`config.mk`:
```
export PLATFORM = sky130hd
export DESIGN_NAME = generation_scheduler
export DESIGN_NICKNAME = d
export VERILOG_FILES = /design/src/rtl/gol_pkg.sv /design/src/rtl/gol_nbr_addr.sv /design/src/rtl/generation_scheduler.sv
export SDC_FILE = /design/constraint.sdc
export NUM_CORES = 1
export LEC_CHECK = 0
export ABC_AREA = 1
export BUFFER_PORTS_ARGS = -buffer_cell sky130_fd_sc_hd__buf_2
export CAP_MARGIN = 20
export CORE_MARGIN = 3
export CORE_UTILIZATION = 50
export CTS_BUF_LIST = sky130_fd_sc_hd__clkbuf_16
export DETAILED_ROUTE_END_ITERATION = 12
export GPL_ROUTABILITY_DRIVEN = 0
export GPL_TIMING_DRIVEN = 0
export PLACE_DENSITY_LB_ADDON = 0.25
export REMOVE_ABC_BUFFERS = 1
export SYNTH_ARGS = -nofsm -noshare
export SYNTH_HDL_FRONTEND = slang
export SYNTH_SLANG_ARGS = --single-unit
```
`constraint.sdc`:
```
create_clock -name clk -period 15.5 [get_ports clk]
set_input_delay 1.55 -clock clk [delete_from_list [all_inputs] [get_ports clk]]
set_output_delay 1.55 -clock clk [all_outputs]
set_load 0.05 [all_outputs]
```
`src/rtl/gol_pkg.sv`:
```
// gol_pkg: shared definitions for the Game-of-Life generation scheduler.
//  - FSM state encodings (legacy-compatible localparam constants)
//  - neighbour slot indices NB_SELF..NB_SE (status vector bit positions)
//  - dx/dy offset tables for each slot
//  - life_rule: next state of a cell from its 9-bit status vector
package gol_pkg;

  localparam logic [2:0] ST_IDLE    = 3'd0;
  localparam logic [2:0] ST_FETCH   = 3'd1;
  localparam logic [2:0] ST_CAPTURE = 3'd2;
  localparam logic [2:0] ST_WRITE   = 3'd3;
  localparam logic [2:0] ST_FINISH  = 3'd4;

  // Status vector bit positions; also the fetch slot order.
  localparam logic [3:0] NB_SELF = 4'd0;
  localparam logic [3:0] NB_NW   = 4'd1;
  localparam logic [3:0] NB_N    = 4'd2;
  localparam logic [3:0] NB_NE   = 4'd3;
  localparam logic [3:0] NB_W    = 4'd4;
  localparam logic [3:0] NB_E    = 4'd5;
  localparam logic [3:0] NB_SW   = 4'd6;
  localparam logic [3:0] NB_S    = 4'd7;
  localparam logic [3:0] NB_SE   = 4'd8;

  function automatic int nb_dx(input logic [3:0] k);
    case (k)
      NB_NW, NB_W, NB_SW: nb_dx = -1;
      NB_NE, NB_E, NB_SE: nb_dx = 1;
      default:            nb_dx = 0;
    endcase
  endfunction

  function automatic int nb_dy(input logic [3:0] k);
    case (k)
      NB_NW, NB_N, NB_NE: nb_dy = -1;
      NB_SW, NB_S, NB_SE: nb_dy = 1;
      default:            nb_dy = 0;
    endcase
  endfunction

  // Birth on exactly 3 live neighbours, survival on 2 or 3.
  function automatic logic life_rule(input logic [8:0] status);
    logic [3:0] n;
    n = 4'd0;
    for (int i = 1; i < 9; i++) begin
      n = n + 4'(status[i]);
    end
    return (~status[NB_SELF] & (n == 4'd3)) |
           (status[NB_SELF] & ((n == 4'd2) | (n == 4'd3)));
  endfunction

endpackage

```
`src/rtl/gol_nbr_addr.sv`:
```
// gol_nbr_addr: combinational neighbour address generator.
//  Maps (x, y, slot k, bank) to the RAM address of neighbour k and flags whether
//  that neighbour lies inside the grid.
//  Build option TORUS_WRAP_EN: out-of-grid coordinates wrap modulo WIDTH/HEIGHT
//  and in_grid is always 1. Without it, out-of-grid neighbours report in_grid=0.
// Ports:
//  x, y     in   current cell coordinates
//  k        in   neighbour slot (NB_SELF..NB_SE)
//  bank     in   bank select placed in the address MSB
//  addr     out  {bank, ny*WIDTH+nx}
//  in_grid  out  neighbour exists (always 1 with wrap)
module gol_nbr_addr
  import gol_pkg::*;
#(
  parameter int WIDTH  = 100,
  parameter int HEIGHT = 100,
  parameter int ADDR_W = $clog2(WIDTH * HEIGHT) + 1,
  parameter int X_W    = $clog2(WIDTH),
  parameter int Y_W    = $clog2(HEIGHT)
) (
  input  logic [X_W-1:0]    x,
  input  logic [Y_W-1:0]    y,
  input  logic [3:0]        k,
  input  logic              bank,
  output logic [ADDR_W-1:0] addr,
  output logic              in_grid
);

  localparam int IDX_W = ADDR_W - 1;

  int nx;
  int ny;

  always_comb begin
    nx = int'(x) + nb_dx(k);
    ny = int'(y) + nb_dy(k);
`ifdef TORUS_WRAP_EN
    in_grid = 1'b1;
    if (nx < 0) begin
      nx = nx + WIDTH;
    end else if (nx >= WIDTH) begin
      nx = nx - WIDTH;
    end
    if (ny < 0) begin
      ny = ny + HEIGHT;
    end else if (ny >= HEIGHT) begin
      ny = ny - HEIGHT;
    end
`else
    in_grid = (nx >= 0) && (nx < WIDTH) && (ny >= 0) && (ny < HEIGHT);
    if (!in_grid) begin
      nx = 0;
      ny = 0;
    end
`endif
    addr = {bank, IDX_W'(ny * WIDTH + nx)};
  end

endmodule

```
`src/rtl/generation_scheduler.sv`:
```
// generation_scheduler: sequences one Game-of-Life generation over a WIDTH x HEIGHT
// grid stored in a ping-pong RAM. Each cell takes 11 cycles: 9 fetch slots (self +
// 8 neighbours), one capture cycle for the last read, one write cycle. Reads come
// from cur_bank, writes go to ~cur_bank; cur_bank flips when the generation ends.
// Build option TORUS_WRAP_EN: neighbour coordinates wrap around the grid edges;
// otherwise out-of-grid neighbours are dead and their slot issues no read.
// Ports:
//  clk, rst_n        clock, asynchronous active-low reset
//  start             request one generation (sampled only in IDLE)
//  busy, done        generation in progress / one-cycle completion pulse
//  cur_bank          bank holding the displayed generation
//  rd_en, rd_addr    RAM read port; rd_data valid one cycle after rd_en
//  wr_en, wr_addr,
//  wr_data           RAM write port
//  live_count        live cells in the last completed generation
module generation_scheduler
  import gol_pkg::*;
#(
  parameter int WIDTH  = 100,
  parameter int HEIGHT = 100,
  parameter int ADDR_W = $clog2(WIDTH * HEIGHT) + 1
) (
  input  logic                              clk,
  input  logic                              rst_n,
  input  logic                              start,
  output logic                              busy,
  output logic                              done,
  output logic                              cur_bank,
  output logic                              rd_en,
  output logic [ADDR_W-1:0]                 rd_addr,
  input  logic                              rd_data,
  output logic                              wr_en,
  output logic [ADDR_W-1:0]                 wr_addr,
  output logic                              wr_data,
  output logic [$clog2(WIDTH*HEIGHT+1)-1:0] live_count
);

  localparam int CNT_W = $clog2(WIDTH * HEIGHT + 1);
  localparam int IDX_W = ADDR_W - 1;
  localparam int X_W   = $clog2(WIDTH);
  localparam int Y_W   = $clog2(HEIGHT);

  logic [2:0]       state_q, state_d;
  logic [X_W-1:0]   x_q, x_d;
  logic [Y_W-1:0]   y_q, y_d;
  logic [3:0]       k_q, k_d;
  logic [8:0]       status_q, status_d;
  logic             busy_q, busy_d;
  logic             done_q, done_d;
  logic             bank_q, bank_d;
  logic [CNT_W-1:0] acc_q, acc_d;
  logic [CNT_W-1:0] live_q, live_d;

  // Read-return pipeline: which slot the data arriving this cycle belongs to,
  // and whether a read was actually issued for it (dead edge slots read as 0).
  logic             lat_vld_q, lat_vld_d;
  logic [3:0]       lat_idx_q, lat_idx_d;
  logic             lat_rd_q, lat_rd_d;

  logic [ADDR_W-1:0] nb_addr;
  logic              nb_in_grid;
  logic [IDX_W-1:0]  cell_addr;
  logic              last_cell;

  gol_nbr_addr #(
    .WIDTH  (WIDTH),
    .HEIGHT (HEIGHT),
    .ADDR_W (ADDR_W),
    .X_W    (X_W),
    .Y_W    (Y_W)
  ) u_nbr_addr (
    .x       (x_q),
    .y       (y_q),
    .k       (k_q),
    .bank    (bank_q),
    .addr    (nb_addr),
    .in_grid (nb_in_grid)
  );

  assign cell_addr = IDX_W'(int'(y_q) * WIDTH + int'(x_q));
  assign last_cell = (x_q == X_W'(WIDTH - 1)) && (y_q == Y_W'(HEIGHT - 1));

  always_comb begin
    rd_en   = (state_q == ST_FETCH) && nb_in_grid;
    rd_addr = rd_en ? nb_addr : '0;
    wr_en   = (state_q == ST_WRITE);
    wr_data = wr_en & life_rule(status_q);
    wr_addr = wr_en ? {~bank_q, cell_addr} : '0;
  end

  assign busy       = busy_q;
  assign done       = done_q;
  assign cur_bank   = bank_q;
  assign live_count = live_q;

  always_comb begin
    state_d  = state_q;
    x_d      = x_q;
    y_d      = y_q;
    k_d      = k_q;
    busy_d   = busy_q;
    done_d   = 1'b0;
    bank_d   = bank_q;
    acc_d    = acc_q;
    live_d   = live_q;
    status_d = status_q;

    lat_vld_d = (state_q == ST_FETCH);
    lat_idx_d = k_q;
    lat_rd_d  = rd_en;

    if (lat_vld_q) begin
      for (int i = 0; i < 9; i++) begin
        if (lat_idx_q == 4'(i)) begin
          status_d[i] = lat_rd_q & rd_data;
        end
      end
    end

    case (state_q)
      ST_IDLE: begin
        // busy stays high across a back-to-back start, else drops with done
        busy_d = start;
        if (start) begin
          state_d = ST_FETCH;
          x_d     = '0;
          y_d     = '0;
          k_d     = '0;
          acc_d   = '0;
        end
      end
      ST_FETCH: begin
        if (k_q == NB_SE) begin
          state_d = ST_CAPTURE;
          k_d     = '0;
        end else begin
          k_d = k_q + 4'd1;
        end
      end
      ST_CAPTURE: begin
        state_d = ST_WRITE;
      end
      ST_WRITE: begin
        acc_d = acc_q + CNT_W'(wr_data);
        if (last_cell) begin
          state_d = ST_FINISH;
        end else begin
          state_d = ST_FETCH;
          k_d     = '0;
          if (x_q == X_W'(WIDTH - 1)) begin
            x_d = '0;
            y_d = y_q + 1'b1;
          end else begin
            x_d = x_q + 1'b1;
          end
        end
      end
      ST_FINISH: begin
        state_d = ST_IDLE;
        done_d  = 1'b1;
        bank_d  = ~bank_q;
        live_d  = acc_q;
      end
      default: begin
        state_d = ST_IDLE;
      end
    endcase
  end

  always_ff @(posedge clk or negedge rst_n) begin
    if (!rst_n) begin
      state_q   <= ST_IDLE;
      x_q       <= '0;
      y_q       <= '0;
      k_q       <= '0;
      status_q  <= '0;
      busy_q    <= 1'b0;
      done_q    <= 1'b0;
      bank_q    <= 1'b0;
      acc_q     <= '0;
      live_q    <= '0;
      lat_vld_q <= 1'b0;
      lat_idx_q <= '0;
      lat_rd_q  <= 1'b0;
    end else begin
      state_q   <= state_d;
      x_q       <= x_d;
      y_q       <= y_d;
      k_q       <= k_d;
      status_q  <= status_d;
      busy_q    <= busy_d;
      done_q    <= done_d;
      bank_q    <= bank_d;
      acc_q     <= acc_d;
      live_q    <= live_d;
      lat_vld_q <= lat_vld_d;
      lat_idx_q <= lat_idx_d;
      lat_rd_q  <= lat_rd_d;
    end
  end

endmodule

```
==> results of run 1 <==
==> cells by family after synthesis <==
| group | share of synthesized area |
|---|---|
| compound gates | 0.112 |
| fa+ha+maj | 0.257 |
| xor+xnor | 0.0365 |
| buf+inv | 0.0865 |
| other cells | 0.00112 |
| flops | 0.249 |
| simple gates | 0.257 |
==> registers in the layout, indices dropped and copies added, names as in the netlist, 3 cells and up <==
| name | count |
|---|---|
| acc_q | 14 |
| live_count | 14 |
| status_q | 9 |
| x_q | 7 |
| y_q | 7 |
| k_q | 4 |
| lat_idx_q | 4 |
| state_q | 3 |
==> worst max-delay path: cells and delay by family (launching register included) <==
| kind | cells | cell delay (ns) |
|---|---|---|
| adders and majority gates | 9 | 2.97 |
| and+or+nand+nor | 24 | 2.50 |
| buffers and inverters | 9 | 1.31 |
| AOI/OAI and AO/OA | 1 | 0.51 |
| DFF | 1 | 0.46 |
| xor gates and xnor gates | 1 | 0.14 |
==> power by group through the flow <==
| stage | sequential, µW | clock [µW] | combinational, µW |
|---|---|---|---|
| 2_1_floorplan | 192 | 0 | 98.1 |
| 3_3_place_gp | 193 | 0 | 121 |
| 3_5_place_dp | 193 | 0 | 122 |
| 4_1_cts | 190 | 217 | 123 |
| 5_1_grt | 192 | 226 | 139 |
| 6_report | 190 | 215 | 122 |
==> how the worst max path moves through the flow <==
| stage | startpoint | to | slack (ns) | cells past startpoint |
|---|---|---|---|---|
| after detailed placement | k_q[0] | rd_addr[12] | 6.12 | 44 |
| after CTS | k_q[0] | rd_addr[12] | 5.73 | 44 |
| after floorplan | k_q[0] | rd_addr[12] | 6.85 | 46 |
| after global routing | k_q[0] | rd_addr[12] | 4.92 | 43 |
| after global placement | k_q[0] | rd_addr[12] | 6.17 | 44 |
| final | k_q[0] | rd_addr[12] | 5.71 | 44 |
==> placed cells by master, fill, tap and decap left out, types with 10 or more instances in the layout <==
cell     instances
nand3_1         50
nand4_1         18
inv_1          133
conb_1          11
nor3_1          11
fa_1            17
nor2_2          10
xnor2_1         10
a21oi_1         58
ha_1           111
nand2_1        163
nor2_1          83
buf_2           52
dfrtp_1         67
xor2_1          18
o21ai_0         54
==> metal layers <==
layer | global-route usage | share of wire | up-vias
met5 | 0 | 0 | -
met4 | 0.0483 | 0.013 | 0
met3 | 0.0274 | 0.032 | 16
met2 | 0.323 | 0.47 | 75
met1 | 0.253 | 0.48 | 2561
li1 | - | - | 2999
==> stage by stage <==
stage | hold slack (ns) | power [µW] | util
after floorplan | 0.420 | 290 | -
after global placement | 0.453 | 313 | 0.559
after detailed placement | 0.455 | 315 | 0.559
after CTS | 0.466 | 530 | 0.583
after global routing | 0.496 | 557 | 0.583
final | 0.467 | 528 | 0.583
==> final cells by class <==
type                    instances  area, µm²
fillers                      1226       5370
repair buffers                 53        268
flip-flops and latches         67       1680
clock buffers                   9        225
clock inverters                 7       91.3
well taps                     172        215
multi-input cells             673       4500
inverters                     142        533
==> results.md, run 1 <==
* DIE HEIGHT at 122 µm
* Mapped Area at 0.00673 mm²
* Cells on Worst Hold Path at 0
* Antenna Cells at 0
* Crit. End Element: output port
* Fmax achieved at 102 MHz
* Status: complete, no violations
* Critical path peak fanout at 21
* Cell-internal power at about 360 µW
* Sequential element share of the synthesized area at 0.249
* Cts hold-fix bufs at 0
* Reg2reg start: status_q[1]
* Comb power frac at 0.232
* Mapped Cells at about 880
* Initial antenna violation count at 0
* P_leak at approximately 0.0042 µW
* Worst setup SP type: flop
* Largest net degree at the start of global routing at approximately 70
* 1st-pass router iterations at 4
* Die W at 122 µm
* Most instantiated library cell after synthesis: nand2_1
* Final Cell Area at 0.00751 mm²
* IO buf count at 53
* Post-synth ARST share at 1.00
* GRT Total Usage at 0.189
* Post-synth EDFFs at 0
* CTS buffer count at 9
* CP Class: flop to output port
* Clock sinks at 67
* RSZ-0062 raised after global routing: no
* Sw Ratio at 0.310
* Total setup buffers inserted after CTS at 0
* Arrival @ worst endpoint at 8.24 ns
* GR Overflow Total at 0
* Path depth of the worst reg2reg path at 20
* Syn Area/Cell at 7.63 µm²
* Peak VDD IR at 0.0000482 V
* Num rows at 41
* Setup ws final at around 5.7 ns
* IO Pins at 54
* Die area at 0.0149 mm²
* Max Cap Viol at 0
* Vias per cell at between 5 and 6
* Clock Latency Late Sink at 0.33 ns
* Critical R2R Capture: acc_q[12]
* Clock power frac at 0.408
* Synth Register Bits at 67
* Share of cells above drive strength 1 at 0.121
* Tightest Pin Transition at 0.857 ns
* CTS H-tree lvls at 3
* Post-DP Area at 0.00719 mm²
* Hold endpoint: lat_idx_q[2]
* Initial detailed-routing violation count at 338
* Worst path required time at 13.95 ns
* Post-Route WL at ~13000 µm
* Synth-to-layout area growth at 11.7%
* Min-delay src: k_q[2]
* Synth cell count leaders: nand2_1 (163), inv_1 (133), ha_1 (111)
* Total core area at 0.0129 mm²
* Slew headroom at 0.426
* WL per Instance at 11.9 µm
* CTS Root Cell: clkbuf_16
* Net switching power at 164 µW
* Fin cells at 1123
* Post_cts resized at 0
* Worst-path clk slew at 0.05 ns
* Half-perimeter wire length after placement at 10600 µm
* Top post-synthesis cells by area: dfrtp_1 (25%), ha_1 (21%), nand2_1 (9.1%)
* Period utilisation layout at 0.632
* Largest area contributor in the netlist: dfrtp_1
* Initial Util at 0.522
* Seq pwr share at 0.360
* Setup WS pre-CTS at ~6.1 ns
* Min Tclk post-route at ~10 ns
* Vias in the first global route at between 5000 and 6000
* Slowest stage delay, CP at around 0.55 ns
* R2R Setup Slk at 10.65 ns
* First-pass GRT wire length at between 20000 and 25000 µm
* ANT nets after route at 0
* Final TNS setup at 0 ns
* Final number of setup-violating endpoints at 0
* Netlist cell types at 40
* Power per Cell Area at between 70 and 80 mW/mm²
* Clock tree buffer depth at 2
* Placed Cells at roughly 1100
* Slowest CP cell: ha_1
* Fin. Hold Viols at 0
* Top-area cell type share of the netlist area at 0.249
* Slew Viols, Final at 0
* Synth warnings at 0
* Vias at 5651
* Top FF cell, synth: dfrtp_1
* CTS tree: built
* Hold crit path type: flop to flop
* Final net count at 1078
* # DRC at 0
* Layout Skew at 0.00772 ns
Note: power is estimated with default switching activity, not from simulation.
==> run 2: changes to the inputs <==
Settings changed: ABC_AREA 1 to 0.
Clock period 15.5 ns to 10.2 ns, I/O delays scaled along.
==> results.md, run 2 <==
* Slew headroom at 0.441 (+0.0151)
* Netlist cell types at 72 (+80%)
* Most instantiated library cell after synthesis: ha_1
* Total core area at 0.0128 mm² (-0.80%)
* Die area at 0.0146 mm² (-1.7%)
* Final Cell Area at 0.00743 mm² (-1.1%)
* Cell class contributing the biggest share of worst-path delay: simple AND/OR/NAND/NOR gates
* Vias at 5527 (-2.2%)
* Synth Register Bits at 67 (unchanged)
* Post-Route WL at 15000 µm (+13%)
* Vias in the first global route at 5303 (-1.1%)
* DIE HEIGHT at 121 µm (-0.84%)
* Final net count at 925 (-14%)
* Final TNS setup at 0 ns (unchanged)
* Tightest Pin Transition at 0.838 ns (-0.0194 ns)
* CTS tree: built
* Layout Skew at 0.00531 ns (-0.00241 ns)
* Top FF cell, synth: dfrtp_1
* Critical path peak fanout at 13 (-38%)
* Cts hold-fix bufs at 0 (unchanged)
* GR Overflow Total at 0 (unchanged)
* # DRC at 0 (unchanged)
* Initial Util at 0.517 (-0.00511)
* Synth cell count leaders: ha_1 (111), nor2_1 (70), dfrtp_1 (67)
* Worst setup SP type: flop
* Vias per cell at 5.69 (+13%)
* Fin. Hold Viols at 0 (unchanged)
* P_leak at 0.00365 µW (-14%)
* Clock sinks at 67 (unchanged)
* Sequential Area at 0.00168 mm² (about the same)
* Mapped Area at 0.00661 mm² (-1.8%)
* GRT Total Usage at 0.204 (+0.0147)
* Most frequent CP cell: ha_1
* Hold crit path type: flop to flop
* Slowest CP cell: or4_4
* Period utilisation layout at 0.948
* Largest net degree at the start of global routing at 68 (unchanged)
* Worst-path clk slew at 0.06 ns (about the same)
* Die W at 121 µm (-0.84%)
* Fmax achieved at 103 MHz
* Slew Viols, Final at 0 (unchanged)
* CTS Root Cell: clkbuf_16
* Mapped Cells at 730 (-17%)
* Top post-synthesis cells by area: dfrtp_1 (25%), ha_1 (21%), fa_1 (5.2%)
* CP Class: flop to output port
* Area of the multi-input gates at 0.00472 mm² (+4.9%)
* Syn Area/Cell at 9.05 µm² (+19%)
* # fillers at 1112 (-9.3%)
* Synth warnings at 0 (unchanged)
* Arrival @ worst endpoint at 8.65 ns (+0.41 ns)
* Slowest stage delay, CP at 0.69 ns (+0.14 ns)
* Top-area cell type share of the netlist area at 0.254 (+0.00448)
* Max Cap Viol at 0 (unchanged)
* Peak VDD IR at 0.0000775 V (+61%)
* Hold slack at 0.493 ns (+0.0261 ns)
* Share of cells above drive strength 1 at 0.164 (+0.0432)
* Status: complete, no violations
* Finished Core Util at 0.581 (-0.00197)
* WL per Instance at 15.5 µm (+30%)
* Largest area contributor in the netlist: dfrtp_1
* Clock Latency Late Sink at 0.33 ns (about the same)
* Worst Path Buf+Inv at 5 (-4)
* Initial antenna violation count at 2 (+2)
* IO Pins at 54 (unchanged)
* CTS buffer count at 9 (unchanged)
* Worst path required time at 9.18 ns (-4.77 ns)
* Crit. End Element: output port
* Synth-to-layout area growth at 12.4%
* Power per Cell Area at 91.0 mW/mm² (+29%)
* Post-synth ARST share at 1.00 (unchanged)
* Clock tree buffer depth at 2 (unchanged)
* Half-perimeter wire length after placement at 11200 µm (+6.1%)
* Most frequent cells in the layout: ha_1 (111), nor2_1 (67), dfrtp_1 (66)
* IO buf count at 53 (unchanged)
* Min Tclk post-route at 9.67 ns
* 1st-pass router iterations at 5 (+1)
* Num rows at 41 (unchanged)
* Post-DP Area at 0.00706 mm² (-1.8%)
* ANT nets after route at 0 (unchanged)
* Initial detailed-routing violation count at 344 (+1.8%)
* CTS H-tree lvls at 3 (unchanged)
* Placed Cells at 949 (-14%)
* Commonest non-fill, non-tap cell in the layout: ha_1
* First-pass GRT wire length at 24500 µm (+3.7%)
* Fin cells at 971 (-14%)
* Post-synth EDFFs at 0 (unchanged)
* Sequential element share of the synthesized area at 0.254 (+0.00448)
* Final number of setup-violating endpoints at 0 (unchanged)
[run 2: changes by cell type after synthesis, sizes merged, moves of 18 or more]
cell,before,now
a21oi,59,30
inv,142,49
mux2,0,22
nand2,175,49
nand3,57,24
nor2,98,71
xnor2,10,28
[run 2: per-layer routing]
metal,wire (µm),vias up,track usage
met3,670,24,0.0336
met4,260,2,0.0503
met5,13,-,0
met1,6660,2651,0.262
li1,-,2723,-
met2,7450,127,0.358
[run 2: layout make-up]
type	instances	share of cell area
repair buffers	60	0.0452
clock buffers	9	0.0303
multi-input cells	604	0.636
inverters	51	0.0258
flip-flops and latches	67	0.226
diodes	1	0.000337
well taps	172	0.0290
clock inverters	7	0.00725
[run 2: stage by stage]
step	power [µW]	worst slack (ns)
floorplan	368	1.15
finish	676	0.535
CTS	679	0.349
global route	707	-0.0393
global placement	388	0.0619
detailed placement	392	0.102
[run 2: kinds of logic (layout without fill, tap and decap cells)]
| logic type | Yosys count | after routing | synth area share |
|---|---|---|---|
| compound gates | 149 | 150 | 0.145 |
| xor+xnor | 44 | 44 | 0.0583 |
| fa+ha+maj | 128 | 128 | 0.262 |
| buf+inv | 70 | 127 | 0.0445 |
| flops | 67 | 67 | 0.254 |
| mux | 25 | 25 | 0.0426 |
| other cells | 2 | 12 | 0.00114 |
| simple gates | 245 | 246 | 0.193 |
[run 2: path summary, 6_finish.rpt]
path / slack (ns) / cells past startpoint / from / end
setup / recovery: 0.53 / 35 / k_q[1] / rd_addr[12]
hold / removal: 0.49 / 1 / acc_q[13] / acc_q[13]
setup reg to reg: 5.48 / 16 / k_q[1] / lat_rd_q
hold reg to reg: 0.49 / 1 / acc_q[13] / acc_q[13]
max in group asynchronous: 8.82 / 1 / rst_n / k_q[0]
min in group asynchronous: 0.80 / 1 / rst_n / live_count[11]
[run 2: worst register-to-register path: cells and delay by family, from the launching register on]
kind	cells	cell delay, ns
and+or+nand+nor	6	2.16
AOI/OAI and AO/OA	5	0.82
buffers and inverters	2	0.29
DFF	1	0.44
adders and majority gates	3	0.84
[run 2: where the power goes]
part	internal, µW	leakage (µW)	switching (µW)
clock network	165	0.000128	121
registers	267	0.000784	2.01
logic	52.2	0.00274	68.1
[run 2: repair_timing]
| item | CTS | global route |
|---|---|---|
| gates cloned | 1 | 1 |
| setup buffers | 0 | 2 |
| endpoints found under the setup margin | 2 | 4 |
| gates resized for setup | 1 | 7 |
| pin swaps | 1 | 2 |
